`config.mk`:
```
export PLATFORM = sky130hd
export DESIGN_NAME = spi_master_fifo
export DESIGN_NICKNAME = d
export VERILOG_FILES = /design/src/rtl/spi_master_fifo.sv
export SDC_FILE = /design/constraint.sdc
export NUM_CORES = 1
export LEC_CHECK = 0
export BUFFER_PORTS_ARGS = -buffer_cell sky130_fd_sc_hd__buf_2
export CORE_UTILIZATION = 45
export DETAILED_ROUTE_END_ITERATION = 8
export SETUP_SLACK_MARGIN = 0.2
export SYNTH_ARGS = -nofsm -noshare
export SYNTH_HDL_FRONTEND = slang
export SYNTH_SLANG_ARGS = --single-unit
```
`constraint.sdc`:
```
create_clock -name clk -period 3.5 [get_ports clk]
set_clock_uncertainty 0.2 [all_clocks]
set_input_delay 0.35 -clock clk [delete_from_list [all_inputs] [get_ports clk]]
set_output_delay 0.35 -clock clk [all_outputs]
set_load 0.02 [all_outputs]
```
`src/rtl/spi_master_fifo.sv`:
```
// SPI master with TX/RX FIFOs, runtime frame length, all four CPOL/CPHA modes,
// an integer SCLK divider, NUM_CS chip selects and optional CS hold across frames.
module spi_master_fifo #(
    parameter int MAX_FRAME  = 32,
    parameter int FIFO_DEPTH = 4,
    parameter int NUM_CS     = 4,
    localparam int LW  = $clog2(MAX_FRAME) + 1,
    localparam int CSW = $clog2(NUM_CS)
) (
    input  logic                 clk,
    input  logic                 rst,
    input  logic                 cpol,
    input  logic                 cpha,
    input  logic                 lsb_first,
    input  logic [LW-1:0]        frame_len,
    input  logic [7:0]           clkdiv,
    input  logic [CSW-1:0]       cs_sel,
    input  logic                 cs_hold,
    input  logic                 tx_valid,
    output logic                 tx_ready,
    input  logic [MAX_FRAME-1:0] tx_data,
    output logic                 rx_valid,
    input  logic                 rx_ready,
    output logic [MAX_FRAME-1:0] rx_data,
    output logic                 rx_overflow,
    input  logic                 ovf_clr,
    output logic                 busy,
    output logic                 sclk,
    output logic                 mosi,
    input  logic                 miso,
    output logic [NUM_CS-1:0]    cs_n,
    output logic [2:0]           state_dbg
);
    // Handshakes: a word moves on exactly the cycles where valid && ready are both
    // high; valid never waits for ready, and a raised valid holds its data until taken.

    localparam int FW = $clog2(MAX_FRAME);
    localparam int AW = $clog2(FIFO_DEPTH);
    localparam int EW = LW + 1;
    localparam logic [AW:0] DEPTH_C = (AW+1)'(FIFO_DEPTH);

    typedef enum logic [2:0] {IDLE, SETUP, XFER, HOLD, GAP} state_t;
    state_t state;

    logic [MAX_FRAME-1:0] tx_mem [FIFO_DEPTH];
    logic [MAX_FRAME-1:0] rx_mem [FIFO_DEPTH];
    logic [AW-1:0]        tx_wptr, tx_rptr, rx_wptr, rx_rptr;
    logic [AW:0]          tx_count, rx_count;
    logic                 tx_push, tx_pop, tx_empty, tx_full;
    logic                 rx_push, rx_pop, rx_wr, rx_full;
    logic [MAX_FRAME-1:0] tx_head;

    logic [MAX_FRAME-1:0] tx_word, rx_word, rx_sampled;
    logic                 l_cpol, l_cpha, l_lsb, l_hold;
    logic [LW-1:0]        l_n, bit_idx, new_n;
    logic [7:0]           l_div, cnt;
    logic [CSW-1:0]       l_cs;
    logic [EW-1:0]        edge_cnt, edge_num;
    logic                 half_end, edge_lead, last_edge, sample_now, start, chain;
    logic [FW-1:0]        cur_pos, next_pos, first_pos;

    function automatic logic [LW-1:0] norm_len(input logic [LW-1:0] len);
        if (len == '0 || len > LW'(MAX_FRAME)) return LW'(MAX_FRAME);
        return len;
    endfunction

    function automatic logic [FW-1:0] bit_pos(input logic lsb, input logic [LW-1:0] n,
                                              input logic [LW-1:0] idx);
        logic [LW-1:0] p;
        p = lsb ? idx : n - LW'(1) - idx;
        return p[FW-1:0];
    endfunction

    function automatic logic [NUM_CS-1:0] cs_mask(input logic [CSW-1:0] sel);
        logic [NUM_CS-1:0] m;
        m      = '1;
        m[sel] = 1'b0;
        return m;
    endfunction

    assign tx_empty  = (tx_count == '0);
    assign tx_full   = (tx_count == DEPTH_C);
    assign tx_ready  = !tx_full;
    assign tx_push   = tx_valid && tx_ready;
    assign tx_head   = tx_mem[tx_rptr];
    assign rx_full   = (rx_count == DEPTH_C);
    assign rx_valid  = (rx_count != '0);
    assign rx_pop    = rx_valid && rx_ready;
    assign rx_data   = rx_mem[rx_rptr];
    assign state_dbg = state;

    assign half_end   = (cnt == l_div);
    assign edge_num   = edge_cnt + EW'(1);
    assign edge_lead  = edge_num[0];
    assign last_edge  = (edge_num == {l_n, 1'b0});
    // Leading edges are the odd ones; cpha picks which edge class samples miso.
    assign sample_now = (state == XFER) && half_end && (edge_lead ^ l_cpha);
    assign cur_pos    = bit_pos(l_lsb, l_n, bit_idx);
    assign next_pos   = bit_pos(l_lsb, l_n, bit_idx + LW'(1));
    assign new_n      = norm_len(frame_len);
    assign first_pos  = bit_pos(lsb_first, new_n, '0);

    assign rx_push = (state == XFER) && half_end && last_edge;
    assign rx_wr   = rx_push && (!rx_full || rx_pop);
    assign start   = (state == IDLE) && !tx_empty;
    assign chain   = rx_push && l_hold && !tx_empty && (cs_sel == l_cs);
    assign tx_pop  = start || chain;

    always_comb begin
        rx_sampled = rx_word;
        if (sample_now) rx_sampled[cur_pos] = miso;
    end

    always_ff @(posedge clk) begin
        if (tx_push) tx_mem[tx_wptr] <= tx_data;
        if (rx_wr)   rx_mem[rx_wptr] <= rx_sampled;
    end

    always_ff @(posedge clk) begin
        if (rst) begin
            tx_wptr  <= '0;
            tx_rptr  <= '0;
            tx_count <= '0;
            rx_wptr  <= '0;
            rx_rptr  <= '0;
            rx_count <= '0;
            rx_overflow <= 1'b0;
        end else begin
            if (tx_push) tx_wptr <= tx_wptr + AW'(1);
            if (tx_pop)  tx_rptr <= tx_rptr + AW'(1);
            if (tx_push && !tx_pop)      tx_count <= tx_count + (AW+1)'(1);
            else if (!tx_push && tx_pop) tx_count <= tx_count - (AW+1)'(1);
            if (rx_wr)  rx_wptr <= rx_wptr + AW'(1);
            if (rx_pop) rx_rptr <= rx_rptr + AW'(1);
            if (rx_wr && !rx_pop)      rx_count <= rx_count + (AW+1)'(1);
            else if (!rx_wr && rx_pop) rx_count <= rx_count - (AW+1)'(1);
            if (rx_push && !rx_wr) rx_overflow <= 1'b1;
            else if (ovf_clr)      rx_overflow <= 1'b0;
        end
    end

    always_ff @(posedge clk) begin
        if (rst) begin
            state    <= IDLE;
            sclk     <= 1'b0;
            mosi     <= 1'b0;
            cs_n     <= '1;
            busy     <= 1'b0;
            cnt      <= '0;
            edge_cnt <= '0;
            bit_idx  <= '0;
            tx_word  <= '0;
            rx_word  <= '0;
            l_cpol   <= 1'b0;
            l_cpha   <= 1'b0;
            l_lsb    <= 1'b0;
            l_hold   <= 1'b0;
            l_n      <= '0;
            l_div    <= '0;
            l_cs     <= '0;
        end else begin
            case (state)
                IDLE: begin
                    sclk <= cpol;
                    cs_n <= '1;
                    if (start) begin
                        state <= SETUP;
                        busy  <= 1'b1;
                        cs_n  <= cs_mask(cs_sel);
                    end
                end
                SETUP: begin
                    if (half_end) begin
                        state <= XFER;
                        cnt   <= '0;
                    end else cnt <= cnt + 8'd1;
                end
                XFER: begin
                    if (half_end) begin
                        cnt      <= '0;
                        edge_cnt <= edge_num;
                        rx_word  <= rx_sampled;
                        if (!edge_lead) bit_idx <= bit_idx + LW'(1);
                        if (last_edge) begin
                            sclk  <= l_cpol;
                            state <= chain ? XFER : HOLD;
                        end else begin
                            sclk <= ~sclk;
                            if (!l_cpha && !edge_lead) mosi <= tx_word[next_pos];
                            if (l_cpha && edge_lead)   mosi <= tx_word[cur_pos];
                        end
                    end else cnt <= cnt + 8'd1;
                end
                HOLD: begin
                    if (half_end) begin
                        state <= GAP;
                        cs_n  <= '1;
                        cnt   <= '0;
                    end else cnt <= cnt + 8'd1;
                end
                GAP: begin
                    if (half_end) begin
                        state <= IDLE;
                        busy  <= 1'b0;
                        cnt   <= '0;
                    end else cnt <= cnt + 8'd1;
                end
                default: state <= IDLE;
            endcase
            // Loading a new word (fresh start or CS-held chain) overrides the counters above.
            if (tx_pop) begin
                tx_word  <= tx_head;
                l_cpol   <= cpol;
                l_cpha   <= cpha;
                l_lsb    <= lsb_first;
                l_hold   <= cs_hold;
                l_n      <= new_n;
                l_div    <= clkdiv;
                l_cs     <= cs_sel;
                cnt      <= '0;
                edge_cnt <= '0;
                bit_idx  <= '0;
                rx_word  <= '0;
                sclk     <= cpol;
                if (!cpha) mosi <= tx_head[first_pos];
            end
        end
    end
endmodule

```
==> metrics.txt, run 1 <==
register area share after synthesis=between 60% and 70%; hold crit path type=primary input to flip-flop; chip height=around 200 um; die area=about 38000 um^2; wire per inst=approximately 18 um; commonest cells after routing, fill and taps aside=256 x edfxtp_1, 123 x dfxtp_1, 120 x nor2_1; worst skew pair latency=roughly 0.55 ns; Antenna Diode Count=0; H-tree Lvls=2; Core Region=36800 um^2; min cycle time layout=roughly 3.2 ns; Hold Path Sink=l_n[4]$_SDFFE_PP0P_; crit-path max FO=8; layout cell share with drive strength beyond 1=between 20% and 30%; HPWL Detailed=22.3 mm; Cells after DPL=about 1700; CP Data Arrival Time=around 3.5 ns; HP Start=frame_len[4]; Post-Route WL=34.6 mm; fmax=about 310 MHz; TNS Setup=0 ns; # Max-Cap Violations=0; starting density of the core=about 46%; Critical Path End Type=flip-flop; Unique masters post-synth=64; Synth top area share=a little under half; Slew @ Worst Pin=~0.79 ns; cell taking the most area after synthesis=edfxtp_1; CP peak stage delay=0.45 ns; area of the multi-input gates=roughly 6300 um^2; fin cells=~1900; register area=slightly above 10000 um^2; Worst setup SP type=flip-flop; asr flop ratio synth=0%; dpl cell area=around 18000 um^2; Worst R2R Start=edge_cnt[0]$_SDFFE_PP0N_; critical path required time=around 3.8 ns; initial antenna violation count=2; fin nets=roughly 1500; first-pass GRT wire length=about 55 mm; first drt pass iteration count=5; RSZ-0062 raised after global routing=true; routed vias=between 10000 and 15000; clock tree sinks=slightly below 400; prevailing post-synth register cell=edfxtp_1; Max VDD drop=780 uV; row count=70; mapped cell area=approximately 17000 um^2; Max Root-Sink Buffers=3; ranking of synthesized cells by area=edfxtp_1 45%, dfxtp_1 16%, mux4_2 9.5%, mux2i_1 4.9%, nor2_1 2.7%; CTS Buf Count=just over 40; R2R cell count=12; Fillers=3049; Remaining DRCs=0; hold path depth=4; Boundary Pins=roughly 100; final design utilization=approximately 55%; Yosys reg bits=slightly below 400; synth warn=0; max-slew violation count=0; Total Routing Usage GR=around 19%; initial drt markers=roughly 510; Power Density=between 700 and 800 nW/um^2; RD Place Congestion=roughly 0.8; Slowest-stage cell, CP=a2111o_1; Final Worst Setup Slack=between 0.3 and 0.4 ns; vias in the first global route=10300; cell chain of the critical path=ha_4 -> xor3_1 -> nor3_1 -> o21ai_1 -> a2111o_1 -> nor3_2 -> ha_2 -> inv_1 -> fa_2 -> xor2_1 -> or3_1 -> a21oi_1; Syn Nets=approximately 1300; Die Wd=about 200 um; Final Setup Violations=0; final hold viol count=0; pre-CTS setup slack=0.178 ns; Avg Cell Area, Syn=approximately 14 um^2; Area growth syn-to-layout=19.9%; CTS tree=built; fin area=20300 um^2; Vias/cell=between 5 and 6; status=finished, final reports clean; leakage=~7.4 nW; worst r2r dst=rx_count[2]$_SDFFE_PP0P_; Port-buffer cells=roughly 100; critical path class=flip-flop to flip-flop; Mapped Cells=1198; Root Buffer=clkbuf_16; post-route ant nets=0; most common cell after layout, fill and taps aside=edfxtp_1; number of synthesized flops with an enable pin=256; largest net degree at the start of global routing=64; flop2flop setup slack=between 0.3 and 0.4 ns; Final period util=~91%; GRT Residual Overflow=0; Slew HR=47.1%; clk slew on worst S/H paths=approximately 0.060 ns
-- critical path: cells and delay by family (launching register included) --
kind	cells	cell delay [ns]
AOI/OAI and AO/OA	3	0.68
xor gates and xnor gates	2	0.39
adders and majority gates	3	0.73
buffers and inverters	1	0.05
DFF	1	0.37
and+or+nand+nor	3	0.69
-- where the power goes --
part	internal [mW]	total, mW	switching, mW	leakage (nW)
Combinational	2.41	5.33	2.91	3.27
Sequential	5.37	5.74	0.370	3.50
Clock	2.51	4.24	1.73	0.634
-- state kept, by name, summed over array words and instances (netlist names), 4 cells and up, named ones only --
signal / cells
l_div: 8
rx_word: 32
rx_mem: 128
tx_mem: 128
edge_cnt: 7
cnt: 8
l_n: 6
cs_n: 4
bit_idx: 5
tx_word: 32
-- repair_timing --
item / CTS / global route
pin swaps: 0 / 17
setup endpoints to repair: 33 / 165
setup buffers: 0 / 10
hold buffers: 51 / 0
endpoints found under the hold margin: 152 / 0
resized for setup: 4 / 48
gates cloned: 0 / 0
-- synth_stat cells (3+ instances only) --
cell type	number
edfxtp_1	256
dfxtp_1	133
nor2_1	121
mux2i_1	82
mux4_2	71
nor2b_1	51
nand2_1	41
mux2_2	37
a21oi_1	34
nand3_1	33
xnor2_1	33
clkbuf_1	27
ha_1	25
xor2_1	24
inv_1	23
a211oi_1	19
nor3_1	19
buf_2	17
o21ai_0	13
nand2b_1	12
buf_4	10
nand4_1	10
nor4_1	10
and2_1	9
and3_1	9
buf_1	9
nor3b_1	5
a31oi_1	4
buf_6	4
fa_1	4
o22ai_1	4
or3_1	4
a211oi_2	3
a21o_1	3
a311oi_1	3
o2111ai_1	3
o211ai_1	3
-- through the flow --
step	hold WS [ns]	power, mW
after detailed placement	0.268	10.9
after floorplan	0.248	9.50
final	0.0401	15.3
after CTS	0.0119	15.2
after global placement	0.259	10.8
after global routing	0.0366	16.2
-- worst max-delay path by stage --
| stage | from | endpoint | slack, ns |
|---|---|---|---|
| finish | edge_cnt[0]$_SDFFE_PP0N_ | rx_count[2]$_SDFFE_PP0P_ | 0.32 |
| global route | l_n[1]$_SDFFE_PP0P_ | mosi$_SDFF_PP0_ | 0.14 |
| CTS | l_n[0]$_SDFFE_PP0P_ | rx_mem[1][4]$_DFFE_PP_ | 0.20 |
| detailed placement | l_n[1]$_SDFFE_PP0P_ | rx_mem[0][6]$_DFFE_PP_ | 0.18 |
| global placement | l_n[0]$_SDFFE_PP0P_ | rx_mem[0][7]$_DFFE_PP_ | 0.24 |
| floorplan | edge_cnt[1]$_SDFFE_PP0N_ | rx_count[2]$_SDFFE_PP0P_ | 0.17 |
-- per-layer routing --
layer  GRT usage, %  vias to the layer above  wire, um
met3           3.75                       56      1500
met5              0                        -        29
met4           5.18                        4       710
met2           31.3                      193     16800
met1           24.3                     4961     15600
li1               -                     4872         -
-- final cells by class --
type / instances / share of cell area [%]
flip-flops and latches: 389 / 51.1
multi-input cells: 718 / 31.3
repair buffers: 210 / 7.79
clock buffers: 51 / 5.39
well taps: 468 / 2.89
clock inverters: 21 / 1.07
inverters: 24 / 0.444
-- cell families (layout without fill, tap and decap cells) --
| family | after synthesis | count (layout) | share of synthesized area, % |
|---|---|---|---|
| xor gates and xnor gates | 59 | 59 | 3.19 |
| buffers and inverters | 91 | 306 | 2.54 |
| AOI/OAI and AO/OA | 103 | 103 | 4.08 |
| muxes | 190 | 190 | 16.8 |
| and+or+nand+nor | 337 | 337 | 9.90 |
| adders and majority gates | 29 | 29 | 2.32 |
| DFF | 389 | 389 | 61.2 |
No activity file was read; power rests on OpenSTA's default activity.
==> run 2, diff against run 1 <==
--- a/config.mk
+++ b/config.mk
@@ -5,6 +5,7 @@
 export SDC_FILE = /design/constraint.sdc
 export NUM_CORES = 1
 export LEC_CHECK = 0
+export ABC_AREA = 1
 export BUFFER_PORTS_ARGS = -buffer_cell sky130_fd_sc_hd__buf_2
 export CORE_UTILIZATION = 45
 export DETAILED_ROUTE_END_ITERATION = 8
==> run 2 against run 1 <==
  * Hold slack better by 0.057 ns
  * Via count is 33% higher
  * Area after synthesis is 3.1% higher
  * Worst setup slack gained 0.081 ns
  * Register-to-register slack better by 0.08 ns
  * Critical path type unchanged
  * Largest cell class unchanged
  * Largest power group is now combinational logic
  * Highest routed layer unchanged
==> metrics.txt, run 2 <==
CP Data Arrival Time=3.19 ns (was 3.46 ns); post-route ant nets=0 (unchanged); CTS tree=built (unchanged); Unique masters post-synth=45 (was 64); starting density of the core=46.0% (about the same); leakage=8.79 nW (was 7.40 nW); row count=71 (was 70); Port-buffer cells=102 (unchanged); Core Region=37900 um^2 (was 36800 um^2); Max Root-Sink Buffers=3 (unchanged); cell taking the most area after synthesis=edfxtp_1 (unchanged); pre-CTS setup slack=0.124 ns (was 0.178 ns); TNS Setup=0 ns (unchanged); commonest cells after routing, fill and taps aside=406 x nand2_1, 256 x edfxtp_1, 206 x nor2_1 (was 256 x edfxtp_1, 123 x dfxtp_1, 120 x nor2_1); crit-path max FO=5 (was 8); asr flop ratio synth=0% (unchanged); Boundary Pins=103 (unchanged); dpl cell area=18600 um^2 (was 18200 um^2); ranking of synthesized cells by area=edfxtp_1 44%, dfxtp_1 15%, nand2_1 8.8%, o21ai_0 5.1%, nor2_1 4.8% (was edfxtp_1 45%, dfxtp_1 16%, mux4_2 9.5%, mux2i_1 4.9%, nor2_1 2.7%); initial drt markers=851 (was 512); CTS Buf Count=42 (was 41); Max VDD drop=552 uV (was 780 uV); Fillers=3438 (was 3049); Final period util=88.5% (was 90.8%); Synth top area share=44.1% (was 45.5%); die area=39500 um^2 (was 38400 um^2); R2R cell count=18 (was 12); critical path class=flip-flop to flip-flop (unchanged); first-pass GRT wire length=65.8 mm (was 55.4 mm); Worst setup SP type=flip-flop (unchanged); Mapped Cells=1908 (was 1198); Hold Worst Slack=0.0968 ns (was 0.0401 ns); number of synthesized flops with an enable pin=256 (unchanged); RSZ-0062 raised after global routing=true (unchanged); clk slew on worst S/H paths=0.06 ns (about the same); chip height=199 um (was 196 um); HPWL Detailed=26.2 mm (was 22.3 mm); min cycle time layout=3.10 ns (was 3.18 ns); fin area=20700 um^2 (was 20300 um^2); top flop regs=rx_mem: 128 flops, tx_mem: 128 flops (unchanged); max-slew violation count=0 (unchanged); Final Setup Violations=0 (unchanged); register area share after synthesis=59.4% (was 61.2%); synth warn=0 (unchanged); most common cell after layout, fill and taps aside=nand2_1 (was edfxtp_1); Post-synth top cells=409 x nand2_1, 256 x edfxtp_1, 221 x nor2_1, 198 x inv_1, 178 x o21ai_0 (was 256 x edfxtp_1, 133 x dfxtp_1, 121 x nor2_1, 82 x mux2i_1, 71 x mux4_2); Final Worst Setup Slack=0.401 ns (was 0.321 ns); critical path required time=3.59 ns (was 3.78 ns); initial antenna violation count=1 (was 2); Worst R2R Start=l_n[1]$_SDFFE_PP0P_ (was edge_cnt[0]$_SDFFE_PP0N_); Area growth syn-to-layout=18.8% (was 19.9%); hold crit path type=primary input to flip-flop (unchanged); largest net degree at the start of global routing=67 (was 64); clock tree sinks=389 (unchanged); final design utilization=54.6% (was 55.1%); H-tree Lvls=2 (unchanged); prevailing post-synth register cell=edfxtp_1 (unchanged); worst r2r dst=rx_mem[3][22]$_DFFE_PP_ (was rx_count[2]$_SDFFE_PP0P_); Antenna Diode Count=0 (unchanged); Post-Route WL=41.3 mm (was 34.6 mm); CP Launch Point=l_n[1]$_SDFFE_PP0P_ (was edge_cnt[0]$_SDFFE_PP0N_); vias in the first global route=12700 (was 10300); RD Place Congestion=0.896 (was 0.819); Avg Cell Area, Syn=9.14 um^2 (was 14.1 um^2); Yosys reg bits=389 (unchanged); CP endpoint=rx_mem[3][22]$_DFFE_PP_ (was rx_count[2]$_SDFFE_PP0P_); fmax=323 MHz (was 315 MHz); status=finished, final reports clean (unchanged); GRT Residual Overflow=0 (unchanged); Die Wd=199 um (was 196 um); wire per inst=15.8 um (was 18.4 um); routed vias=13400 (was 10100); Vias/cell=5.12 (was 5.36); Critical Path End Type=flip-flop (unchanged); most common cell in the synthesized netlist=nand2_1 (was edfxtp_1); Remaining DRCs=0 (unchanged); # Max-Cap Violations=0 (unchanged); Slew HR=55.1% (was 47.1%); mapped cell area=17400 um^2 (was 16900 um^2); Root Buffer=clkbuf_16 (unchanged); layout cell share with drive strength beyond 1=13.1% (was 27.2%); worst skew pair latency=0.57 ns (was 0.55 ns); final hold viol count=0 (unchanged); Slew @ Worst Pin=0.674 ns (was 0.786 ns); Power Density=850 nW/um^2 (was 755 nW/um^2); first drt pass iteration count=5 (unchanged); Total Routing Usage GR=21.3% (was 18.5%); Syn Nets=1995 (was 1285); fin nets=2154 (was 1471); flop2flop setup slack=0.40 ns (was 0.32 ns)
run 2: cell types whose count changed in the layout (fill, tap and decap cells not counted), moves of 50 or more:
cell	delta
inv_1	+174
o21ai_0	+163
nor2b_1	-50
nand3_1	+129
mux4_2	-71
nor2_1	+86
nand2_1	+366
mux2i_1	-81
a21oi_1	+50
run 2: how the worst min path moves through the flow:
stage                   startpoint                       end  slack [ns]  depth (start not counted)
2_1_floorplan                  rst  tx_word[10]$_SDFFE_PP0P_        0.22                          1
4_1_cts                  lsb_first           mosi$_SDFF_PP0_        0.06                          6
6_report                  tx_valid   tx_wptr[0]$_SDFFE_PP0P_         0.1                          3
3_3_place_gp   l_cpol$_SDFFE_PP0P_       l_cpol$_SDFFE_PP0P_        0.24                          2
5_1_grt                  lsb_first           mosi$_SDFF_PP0_        0.12                          6
3_5_place_dp   l_cpol$_SDFFE_PP0P_       l_cpol$_SDFFE_PP0P_        0.25                          2
run 2: metrics by stage:
stage / total power [mW] / cells
floorplan: 10.7 / 1908
global placement: 12.7 / 2478
detailed placement: 12.8 / 2478
CTS: 17.6 / 2610
global route: 18.8 / 2612
finish: 17.6 / 2612
run 2: layout make-up:
cell class	count	area, um^2	share of cell area, %
multi-input combinational	1227	6010	29.0
tap	511	639	3.09
timing repair buffer	195	1430	6.91
sequential	389	10400	50.0
clock inverter	26	318	1.53
inverter	212	796	3.84
clock buffer	52	1160	5.61
run 2: metal layers:
metal	global-route usage [%]	wire length, um	up-vias	part of all wire [%]
met4	8.32	1170	2	2.8
li1	-	-	6724	-
met2	36.5	19700	302	48
met1	27.0	18400	6270	44
met3	3.49	2040	72	4.9
met5	0	8	-	0.019
run 2: cells by family after synthesis:
family	share of synthesized area, %
AO/OA/AOI/OAI	10.9
XOR/XNOR	0.553
adder cells (fa/ha/maj)	2.25
buffers and inverters	6.75
flip-flops	59.4
AND/OR/NAND/NOR	20.2
run 2: what timing repair did:
| item | CTS | global route |
|---|---|---|
| pin swaps | 0 | 2 |
| hold buffers | 54 | 0 |
| setup endpoints to repair | 32 | 145 |
| resized for setup | 5 | 22 |
| endpoints found under the hold margin | 154 | 0 |
| setup buffers | 0 | 2 |
run 2: power breakdown:
part           internal (mW)  leakage (nW)  switching [mW]
clock network           2.88         0.718            1.79
registers               5.39          3.74           0.299
logic                   2.35          4.33            4.90
run 2: worst max-delay path, stage by stage, from the launching register on:
cell	delay (ns)
dfxtp_1	0.34
inv_1	0.11
ha_4	0.19
xor2_2	0.15
ha_1	0.36
nand2_1	0.07
nor2_1	0.08
nor2_1	0.05
nand3b_1	0.17
nand3_1	0.09
nand2_1	0.06
nand2_2	0.13
inv_1	0.09
nor2_2	0.13
nand2_1	0.14
nor2_1	0.16
nand2_1	0.06
o21ai_0	0.11
inv_1	0.12
